**src/rtl/turn_arbiter.sv**
```systemverilog
// Turn scheduler for the two-tank artillery game.
// Grants the shared keycode to one tank at a time, runs the per-turn frame
// budget, owns the single shell while it flies, and settles the round outcome.
//
// state  | meaning
// -------+-------------------------------------------------------------
// TURN   | active tank steers; timer counts down; shoot launches shell
// FLIGHT | shell airborne; both tanks locked out; hp==0 latched sticky
// SETTLE | one frame: decide next turn or game over from dead flags
// OVER   | game over; winner valid; waiting for the restart keycode
module turn_arbiter #(
    parameter int          MOVE_FRAMES   = 300,
    parameter int          SHELL_TIMEOUT = 240,
    parameter logic [7:0]  RESTART_KEY   = 8'h28
) (
    input  logic       frame_clk,
    input  logic       Reset,
    input  logic [7:0] keycode,
    input  logic       shoot_a,
    input  logic       shoot_b,
    input  logic       shell_done,
    input  logic [3:0] hp_a,
    input  logic [3:0] hp_b,
    output logic [7:0] keycode_a,
    output logic [7:0] keycode_b,
    output logic       active,
    output logic       shell_fire,
    output logic       shell_owner,
    output logic [8:0] timer,
    output logic [1:0] phase,
    output logic       game_over,
    output logic       winner
);

    typedef enum logic [1:0] {
        TURN   = 2'd0,
        FLIGHT = 2'd1,
        SETTLE = 2'd2,
        OVER   = 2'd3
    } phase_t;

    localparam logic [8:0] TIMER_RELOAD = 9'(MOVE_FRAMES);
    localparam logic [7:0] FLIGHT_LAST  = 8'(SHELL_TIMEOUT - 1);

    phase_t     state, state_n;
    logic [7:0] flight_cnt, flight_cnt_n;
    logic       dead_a, dead_a_n;
    logic       dead_b, dead_b_n;
    logic       active_n;
    logic [8:0] timer_n;
    logic       fire_n;
    logic       owner_n;
    logic       winner_n;
    logic       shoot_act;

    // Only the tank holding the turn may launch.
    assign shoot_act = active ? shoot_b : shoot_a;

    // Keyboard gating follows the registered state, so control drops the
    // same frame FLIGHT is entered.
    assign keycode_a = (state == TURN && !active) ? keycode : 8'h00;
    assign keycode_b = (state == TURN &&  active) ? keycode : 8'h00;
    assign phase     = state;
    assign game_over = (state == OVER);

    // State register and all registered datapath values.
    always_ff @(posedge frame_clk) begin
        if (Reset) begin
            state       <= TURN;
            active      <= 1'b0;
            timer       <= TIMER_RELOAD;
            shell_fire  <= 1'b0;
            shell_owner <= 1'b0;
            winner      <= 1'b0;
            dead_a      <= 1'b0;
            dead_b      <= 1'b0;
            flight_cnt  <= 8'd0;
        end else begin
            state       <= state_n;
            active      <= active_n;
            timer       <= timer_n;
            shell_fire  <= fire_n;
            shell_owner <= owner_n;
            winner      <= winner_n;
            dead_a      <= dead_a_n;
            dead_b      <= dead_b_n;
            flight_cnt  <= flight_cnt_n;
        end
    end

    // Next-state and next-datapath decode.
    always_comb begin
        state_n      = state;
        active_n     = active;
        timer_n      = timer;
        fire_n       = 1'b0;
        owner_n      = shell_owner;
        winner_n     = winner;
        dead_a_n     = dead_a;
        dead_b_n     = dead_b;
        flight_cnt_n = flight_cnt;

        unique case (state)
            TURN: begin
                // A shoot beats an expiring timer in the same frame; the
                // timer is frozen while the shell is out.
                if (shoot_act) begin
                    state_n      = FLIGHT;
                    fire_n       = 1'b1;
                    owner_n      = active;
                    flight_cnt_n = 8'd0;
                end else if (timer == 9'd0) begin
                    active_n = ~active;
                    timer_n  = TIMER_RELOAD;
                end else begin
                    timer_n = timer - 9'd1;
                end
            end
            FLIGHT: begin
                // Tanks reload HP one frame after hitting 0, so latch it.
                if (hp_a == 4'd0) dead_a_n = 1'b1;
                if (hp_b == 4'd0) dead_b_n = 1'b1;
                flight_cnt_n = flight_cnt + 8'd1;
                if (shell_done || flight_cnt == FLIGHT_LAST) begin
                    state_n = SETTLE;
                end
            end
            SETTLE: begin
                if (dead_a || dead_b) begin
                    state_n = OVER;
                    if (dead_a && dead_b) winner_n = shell_owner;
                    else                  winner_n = dead_a;
                end else begin
                    state_n  = TURN;
                    active_n = ~active;
                    timer_n  = TIMER_RELOAD;
                    dead_a_n = 1'b0;
                    dead_b_n = 1'b0;
                end
            end
            OVER: begin
                if (keycode == RESTART_KEY) begin
                    state_n  = TURN;
                    active_n = 1'b0;
                    timer_n  = TIMER_RELOAD;
                    winner_n = 1'b0;
                    dead_a_n = 1'b0;
                    dead_b_n = 1'b0;
                end
            end
            default: state_n = TURN;
        endcase
    end

endmodule

```
**config.mk**
```make
export PLATFORM = sky130hd
export DESIGN_NAME = turn_arbiter
export DESIGN_NICKNAME = d
export VERILOG_FILES = /design/src/rtl/turn_arbiter.sv
export SDC_FILE = /design/constraint.sdc
export NUM_CORES = 1
export LEC_CHECK = 0
export ABC_CLOCK_PERIOD_IN_PS = 2900
export CAP_MARGIN = 0
export CORE_ASPECT_RATIO = 0.75
export CORE_MARGIN = 2
export CORE_UTILIZATION = 49
export CTS_BUF_LIST = sky130_fd_sc_hd__clkbuf_8
export DETAILED_ROUTE_END_ITERATION = 10
export HOLD_SLACK_MARGIN = 0.12
export PLACE_DENSITY = 0.87
export SYNTH_ARGS = -nofsm -noshare
export SYNTH_HDL_FRONTEND = slang
export SYNTH_SLANG_ARGS = --single-unit
```
**constraint.sdc**
```tcl
create_clock -name frame_clk -period 2.9 [get_ports frame_clk]
set_input_delay 0.435 -clock frame_clk [delete_from_list [all_inputs] [get_ports frame_clk]]
set_output_delay 0.435 -clock frame_clk [all_outputs]
set_load 0.05 [all_outputs]
```
* Word-level counts from Yosys, hierarchy flattened
Cells that the tools add are included.
Storage, ports and cells: flip-flop bits (word level) 25, bits of input ports 21, output and inout port bits 32, logic and storage cells 79
Cells by class: add/subtract/negate cells 2, equality and inequality tests 14, mux-type cells 29, bitwise gates (word level) 2, reductions and logical operators 23
Operators by type and width (number):
- $mux W9 | 4
- $pmux W9 S3 | 1
- $mux W8 | 3
- $pmux W8 S2 | 1
- $ne A2 B2 Y1 const B | 7
- $reduce_and A4 Y1 | 3
- $mux W1 | 11
- $logic_not A9 Y1 | 1
- $pmux W1 S3 | 3
- $sub A9 B1 Y9 const B | 1
- $add A8 B1 Y8 const B | 1
- $eq A8 B6 Y1 const B | 1
- $eq A8 B8 Y1 const B | 1
- $logic_not A4 Y1 | 2
- $mux W2 | 4
- $pmux W2 S4 | 1
- $reduce_and A3 Y1 | 2
- $reduce_bool A3 Y1 | 2
- $reduce_and A5 Y1 | 1
- $eq A2 B2 Y1 const B | 2
- $ne A2 B1 Y1 const B | 2
- $reduce_and A2 Y1 | 2
- $reduce_bool A2 Y1 | 2
- $logic_and A1 B1 Y1 | 3
- other kinds (7) | 9

* Depth between registers and ports, before layout
Gate-level depths: netlist of run 1.
word-level depth 4, mapped depth 6, depth with buffers taken out 6

* Least setup slack after synthesis of run 1
No wires, ideal clock.
kind reg2reg, from reg state[1], in the netlist phase[1], to reg active, setup time 123 ps, arrival 2269 ps, data required time 2777 ps, path slack 508 ps, cell stages (with the launch flop) 6, path buffers 1, period minus slack after synthesis 2392 ps, cells stage by stage dfxtp_1 buf_2 and2_1 nand3_1 a21oi_1 mux2_1
On the way: word-level cells in the longest chain between the ends 3, elaborated cells on any way between the ends 10, classes of those cells eq/ne (6); mux (1); reduce/logical (3)
Ends and longest elaborated chain:
- from (decl) | line 45 | phase_t state, state_n;
- from (signal assigned) | line 79 | state <= state_n;
- $eq A2 B2 Y1 (*)
- via game_over | line 31 | output logic game_over,
- $ne A2 B1 Y1 (no source line) / $reduce_bool A3 Y1 (equally long branches)
- $reduce_and A5 Y1 (no source line)
- to (signal assigned) | line 80 | active <= active_n;
- to (decl) | line 26 | output logic active,
The timed path passes the listed nets; every way through them passes the cells marked *. A chain may end at the register's enable or synchronous reset.

* Final worst setup path of run 1
from reg state[1], in the netlist phase[1], to out keycode_b[7]
On the way: word-level cells in the longest chain between the ends 3
Ends and longest elaborated chain:
- $logic_not A2 Y1 | line 62 | assign keycode_b = (state == TURN && active) ? keycode : 8'h00;
- $logic_and A1 B1 Y1 | line 62
- $mux W8 | line 62
- to (decl) | line 25 | output logic [7:0] keycode_b,
Every way passes these cells.

==> impl_metrics.csv, run 1 <==
group,metric,value,unit
run_status,outcome,"complete, no violations",
worst_setup_path,slowest_delay,800,ps
pwr,leakagePower,0.835,nW
cts,htree_levels,1,
yosys,synth.most_common_cell,"dfxtp_1",
worst_setup_path,critPathSlowestCell,"clkdlybuf4s50_1",
pwr,p_per_area,489,mW/mm²
cells_and_area,diodes,0,
worst_setup_path,cp.buffers_inverters,2,
worst_setup_path,path_class,"reg -> out",
timing,whs,503,ps
worst_setup_path,start_kind,"flip-flop",
yosys,synth-seq-cells,25,
yosys,synthTopCellsByArea,"dfxtp_1, nor2_1, and3_1, a21oi_1, and2_1",
detailed_routing,dr_total_vias,1552,
cells_and_area,area_growth_syn_to_layout,41.3,%
detailed_routing,drt-initial-drc-count,92,
yosys,synth_compound_area_share,21.0,%
detailed_routing,route.final.wire_length,3.87,mm
yosys,synth-xor-area-share,0,%
cells_and_area,instances_no_fill,270,
yosys,synthCells,181,
grt,grt_overflow,0,
place,dp_cells,266,
yosys,synth_top_area_share,34.4,%
place,dp_hpwl,2.99,mm
place,gp_congestion,0.880,
grt,grt_use_total,23.9,%
worst_setup_path,crit_chain,"nor2_1 > buf_4 > and3_1 > clkdlybuf4s50_1",
grt,grt_pass1_vias,1359,
timing,max_slew.worst_pin.slew,653,ps
timing,timing.final.max_slew_violations,0,
floorplan,core_area,0.00289,mm²
yosys,avgSynthCellArea,8.05,µm²
worst_setup_path,worstPathMaxFanout,15,
timing,rsz0062_at_grt,"no",
yosys,synthSimpleGateAreaFrac,34.4,%
cts,hold_buffers,0,
timing,finalHoldViolCount,0,
yosys,synth_cell_types,45,
pwr,power.switching,0.000397,W
floorplan,die_area,0.00343,mm²
pwr,p_comb_share,41.4,%
worst_setup_path,timing.critical_path.max_delay_family,"buffers and inverters",
timing,setup_viol,0,
cts,cts_tree,"done",
cts,clkSlewWorstSetupHoldPaths,80,ps
pwr,swShare,39.4,%
floorplan,die_width,67.0,µm
yosys,syn_nets,204,
timing,tns,0,ps
pwr,ir_drop,0.000289,V
floorplan,num_io_pins,53,
yosys,synthTopCellsByCount,"dfxtp_1, nor2_1, a21oi_1",
yosys,synth-seq-area-share,34.4,%
floorplan,num_rows,17,
pwr,design_power_total,0.00101,W
yosys,muxShareOfSynthArea,3.78,%
timing,relSlewSlack,55.9,%
timing,clock.fmax,392,MHz
detailed_routing,vias_per_cell,5.75,
worst_setup_path,endpoint_kind,"output pin",
cts,cts.path.max_buffers,2,
yosys,netlist_area,0.00146,mm²
yosys,synth_fa_ha_area_share,1.72,%
cells_and_area,layout.nets,256,
cts,numCtsBuffers,3,
worst_setup_path,worstPathArrival,2120,ps
floorplan,dieHeight,51.2,µm
worst_setup_path,critical_path_required,2470,ps
grt,antenna_found_initial,0,
grt,grt_pass1_wl,6.32,mm
grt,grt_max_degree,16,
run,cap_viol_max_count,0,
yosys,yosys_warnings,0,
yosys,ys.flop_type,"dfxtp_1",
cts,cts_sinks,25,
place,io_buffers,52,
floorplan,initial_utilization,50.3,%
cts,clock_latency,270,ps
detailed_routing,first_pass_iters,4,
hold_path,hold_path.class,"reg -> reg",
cts,cts_root_buf,"clkbuf_8",
detailed_routing,ant_nets,0,
yosys,yosysTopAreaCell,"dfxtp_1",
yosys,async_reset_ff_share,0,%
timing,fin_crit,2550,ps
pwr,internal_power,0.000610,W
timing,finalCritPeriodShare,87.9,%
yosys,synth-edff-count,0,
detailed_routing,drc_errors,0,
pwr,seqPwrFrac,39.0,%
cells_and_area,drive_gt1_share,9.48,%
cts,cts_setup_buffers,0,
timing,skew,7.83,ps
detailed_routing,drt-wirelength-per-cell,14.3,µm
pwr,p_clk_share,19.6,%
yosys,synth_top_family_by_area,"simple AND/OR/NAND/NOR gates",
## power groups by stage
stage	registers, W	clock network [W]	logic [W]
final	0.000393	0.000198	0.000416
after global placement	0.000399	0	0.000414
after detailed placement	0.000399	0	0.000416
after floorplan	0.000444	0	0.000226
after CTS	0.000391	0.000207	0.000417
after global routing	0.000397	0.000225	0.000447
## per-layer routing
metal  global-route usage (%)  wire (µm)
met1                     35.2       1790
met2                     35.5       1610
met3                     5.95        458
met4                     4.08          8
met5                        0          0
## what timing repair did
item / CTS / global route
hold endpoints to repair: 0 / 0
setup endpoints to repair: 0 / 3
gates resized for setup: 0 / 3
## worst paths after layout
kind,start,end,slack [ps],depth (start not counted)
setup reg to reg,timer[0],active,710,6
hold reg to reg,flight_cnt[2],flight_cnt[2],500,2
setup / recovery,phase[1],keycode_b[7],350,4
hold / removal,flight_cnt[2],flight_cnt[2],500,2
## cell type report
| class | instances | area [µm²] |
|---|---|---|
| repair buffers | 56 | 546 |
| inverters | 9 | 33.8 |
| well taps | 38 | 47.5 |
| clock inverters | 1 | 3.75 |
| multi-input cells | 138 | 886 |
| clock buffers | 3 | 41.3 |
| flip-flops and latches | 25 | 500 |
| fillers | 237 | 835 |
## flip-flops by register name, summed over array words and instances, names as in the netlist
register / count
timer: 9
dead_b: 1
shell_owner: 1
dead_a: 1
phase: 2
winner: 1
shell_fire: 1
flight_cnt: 8
active: 1
## layout by cell type (no fill, tap or decap), types with 2 or more instances in the layout
cell             instances
a211o_1                  2
a211oi_1                 3
a21o_1                   2
a21oi_1                 13
a311o_1                  2
a31oi_1                  7
and2_1                  10
and3_1                  11
and4b_1                  2
buf_4                    9
clkbuf_8                 3
clkdlybuf4s50_1         44
dfxtp_1                 25
dlymetal6s2s_1           3
ha_1                     2
inv_1                   10
mux2_2                   3
nand2_1                  8
nand2b_1                 4
nand3_1                  4
nand3b_1                 2
nand4_1                  2
nor2_1                  21
nor2b_1                  3
nor3_1                   7
nor4_1                   2
nor4_2                   2
o21ai_0                  8
## tightest hold or removal path: stages, from the launching register on
cell and delay, ps:
dfxtp_1 330, o21ai_0 70, a21oi_1 60
## through the flow
step	utilization, %	instance area [µm²]	setup WS (ps)
floorplan	-	1460	508
global placement	69.3	2010	374
detailed placement	69.3	2010	342
CTS	70.9	2050	39.6
global route	71.2	2060	217
finish	71.2	2060	350
## logic make-up (layout without fill, tap and decap cells)
family | after synthesis | count (layout)
AND/OR/NAND/NOR | 85 | 85
AO/OA/AOI/OAI | 46 | 46
flip-flops | 25 | 25
adder cells (fa/ha/maj) | 2 | 2
multiplexers | 5 | 5
buffers and inverters | 18 | 69
No activity file was read; power rests on OpenSTA's default activity.
==> inputs of run 2 (changes only) <==
--- a/config.mk
+++ b/config.mk
@@ -9,11 +9,12 @@
 export CAP_MARGIN = 0
 export CORE_ASPECT_RATIO = 0.75
 export CORE_MARGIN = 2
-export CORE_UTILIZATION = 49
+export CORE_UTILIZATION = 35
 export CTS_BUF_LIST = sky130_fd_sc_hd__clkbuf_8
 export DETAILED_ROUTE_END_ITERATION = 10
 export HOLD_SLACK_MARGIN = 0.12
-export PLACE_DENSITY = 0.87
+export PLACE_DENSITY = 0.65
+export RECOVER_POWER = 25
 export SYNTH_ARGS = -nofsm -noshare
 export SYNTH_HDL_FRONTEND = slang
 export SYNTH_SLANG_ARGS = --single-unit
==> run 2 against run 1 <==
Sequential share of layout area down 0.12 points. Global-route usage down 6.5 points. Largest cell class unchanged. Die area up 37%. Critical path depth unchanged. Critical path type unchanged. Critical endpoint is now keycode_a[1].
==> impl_metrics.csv, run 2 (synthesis gave the netlist of run 1 again) <==
group,metric,value,unit
detailed_routing,route.final.wire_length,3.89,mm
cts,hold_buffers,0,
cts,clkSlewWorstSetupHoldPaths,80,ps
detailed_routing,drc_errors,0,
pwr,seqPwrFrac,38.0,%
timing,setup_slack,339,ps
cells_and_area,layout_common_cells,"clkdlybuf4s50_1, dfxtp_1, nor2_1",
cts,cts_setup_buffers,0,
floorplan,initial_utilization,36.1,%
floorplan,num_rows,20,
pwr,p_clk_share,20.6,%
timing,tns,0,ps
detailed_routing,vias_per_cell,5.31,
place,post-place-ws,470,ps
timing,finalHoldViolCount,0,
grt,grt_use_total,17.4,%
worst_setup_path,slowest_delay,800,ps
pwr,leakagePower,0.817,nW
pwr,p_per_area,491,mW/mm²
hold_path,hold_path.class,"reg -> reg",
pwr,p_comb_share,41.4,%
cells_and_area,nFillCells,391,
cells_and_area,largest_reg_flops,9,
grt,grt_overflow,0,
timing,timing.final.max_slew_violations,0,
cts,cts_sinks,25,
grt,grt_pass1_wl,6.35,mm
worst_setup_path,start_kind,"flip-flop",
worst_setup_path,worstPathArrival,2130,ps
worst_setup_path,worstPathMaxFanout,7,
worst_setup_path,endpoint_kind,"output pin",
timing,setup_viol,0,
pwr,power.switching,0.000407,W
timing,finalCritPeriodShare,88.3,%
timing,max_slew.worst_pin.slew,696,ps
timing,skew,7.60,ps
worst_setup_path,cp.buffers_inverters,1,
cells_and_area,layout.nets,257,
grt,antenna_found_initial,0,
place,io_buffers,52,
run_status,outcome,"complete, no violations",
detailed_routing,drt-wirelength-per-cell,13.5,µm
cells_and_area,drive_gt1_share,9.87,%
timing,fin_crit,2560,ps
cts,cts_root_buf,"clkbuf_8",
detailed_routing,ant_nets,0,
cts,cts_tree,"done",
worst_setup_path,timing.critical_path.max_delay_family,"buffers and inverters",
place,gp_congestion,0.862,
cts,htree_levels,1,
detailed_routing,dr_total_vias,1530,
timing,rsz0062_at_grt,"no",
cts,numCtsBuffers,3,
floorplan,dieHeight,59.9,µm
cells_and_area,diodes,0,
floorplan,die_width,78.5,µm
cells_and_area,largest_register,"timer",
timing,clock.fmax,391,MHz
cells_and_area,final_common_cell,"clkdlybuf4s50_1",
pwr,swShare,40.1,%
cells_and_area,multi_input_area,880,µm²
cells_and_area,area_growth_syn_to_layout,42.0,%
place,dp_hpwl,2.92,mm
worst_setup_path,path_class,"reg -> out",
grt,grt_max_degree,16,
cells_and_area,seqCellArea,500,µm²
cts,cts.path.max_buffers,2,
floorplan,die_area,0.00470,mm²
detailed_routing,first_pass_iters,4,
timing,relSlewSlack,53.2,%
worst_setup_path,critPathSlowestCell,"clkdlybuf4s50_1",
timing,whs,504,ps
grt,grt_pass1_vias,1297,
worst_setup_path,critical_path_required,2470,ps
cts,cts_resized,0,
floorplan,num_io_pins,53,
cts,clock_latency,270,ps
pwr,ir_drop,0.000169,V
pwr,internal_power,0.000608,W
worst_setup_path,crit_chain,"or2_2 > nor2_1 > and2_1 > clkdlybuf4s50_1",
run,cap_viol_max_count,0,
floorplan,core_area,0.00403,mm²
detailed_routing,drt-initial-drc-count,145,
[run 2: cell types whose count changed in the layout (fill, tap and decap cells not counted), sizes merged]
cell	previous run	this run
buf	9	12
clkdlybuf4s50	44	40
dlygate4sd3	0	5
dlymetal6s2s	3	0
[run 2: cell type report]
type / count / share of cell area (%)
clock buffer: 3 / 2.00
clock inverter: 1 / 0.181
inverter: 9 / 1.63
multi-input combinational: 138 / 42.5
sequential: 25 / 24.2
tap: 55 / 3.33
timing repair buffer: 57 / 26.1
[run 2: worst paths after layout]
kind / from / endpoint / slack (ps) / cells after the start
max: phase[1] / keycode_a[1] / 340 / 4
min: flight_cnt[2] / flight_cnt[2] / 500 / 2
max reg2reg: timer[0] / active / 750 / 6
min reg2reg: flight_cnt[2] / flight_cnt[2] / 500 / 2
[run 2: per-layer routing]
layer  part of all wire [%]  vias to the layer above  GRT usage [%]
met4                    1.1                        0           5.26
met1                     50                      686           25.3
li1                       -                      779              -
met2                     39                       61           24.3
met3                     10                        4           5.59
met5                      0                        -              0
[run 2: stage by stage]
step	std cells	utilization, %	power (W)	instance area (µm²)
global route	288	51.3	0.00107	2070
CTS	288	51.5	0.00103	2070
floorplan	181	-	0.000670	1460
global placement	284	50.4	0.000818	2030
finish	288	51.3	0.00102	2070
detailed placement	284	50.4	0.000817	2030
[run 2: power groups by stage]
stage               logic [W]  registers (W)  clock network, W
floorplan            0.000226       0.000444                 0
global placement     0.000423       0.000395                 0
detailed placement   0.000423       0.000394                 0
CTS                  0.000424       0.000386          0.000216
global route         0.000455       0.000390          0.000226
finish               0.000420       0.000386          0.000209
[run 2: worst register-to-register path, delay by kind of cell (launching register included)]
family | cells | cell delay (ps)
flip-flops | 1 | 370
multiplexers | 1 | 340
adder cells (fa/ha/maj) | 1 | 220
buffers and inverters | 1 | 70
AO/OA/AOI/OAI | 2 | 500
AND/OR/NAND/NOR | 1 | 540
==> inputs of run 3 (changes only) <==
--- a/config.mk
+++ b/config.mk
@@ -11,6 +11,7 @@
 export CORE_MARGIN = 2
 export CORE_UTILIZATION = 35
 export CTS_BUF_LIST = sky130_fd_sc_hd__clkbuf_8
+export CTS_CLUSTER_DIAMETER = 60
 export DETAILED_ROUTE_END_ITERATION = 10
 export HOLD_SLACK_MARGIN = 0.12
 export PLACE_DENSITY = 0.65
==> results of run 3 <==
Final layout, timing and power as in run 2 (identical DEF).
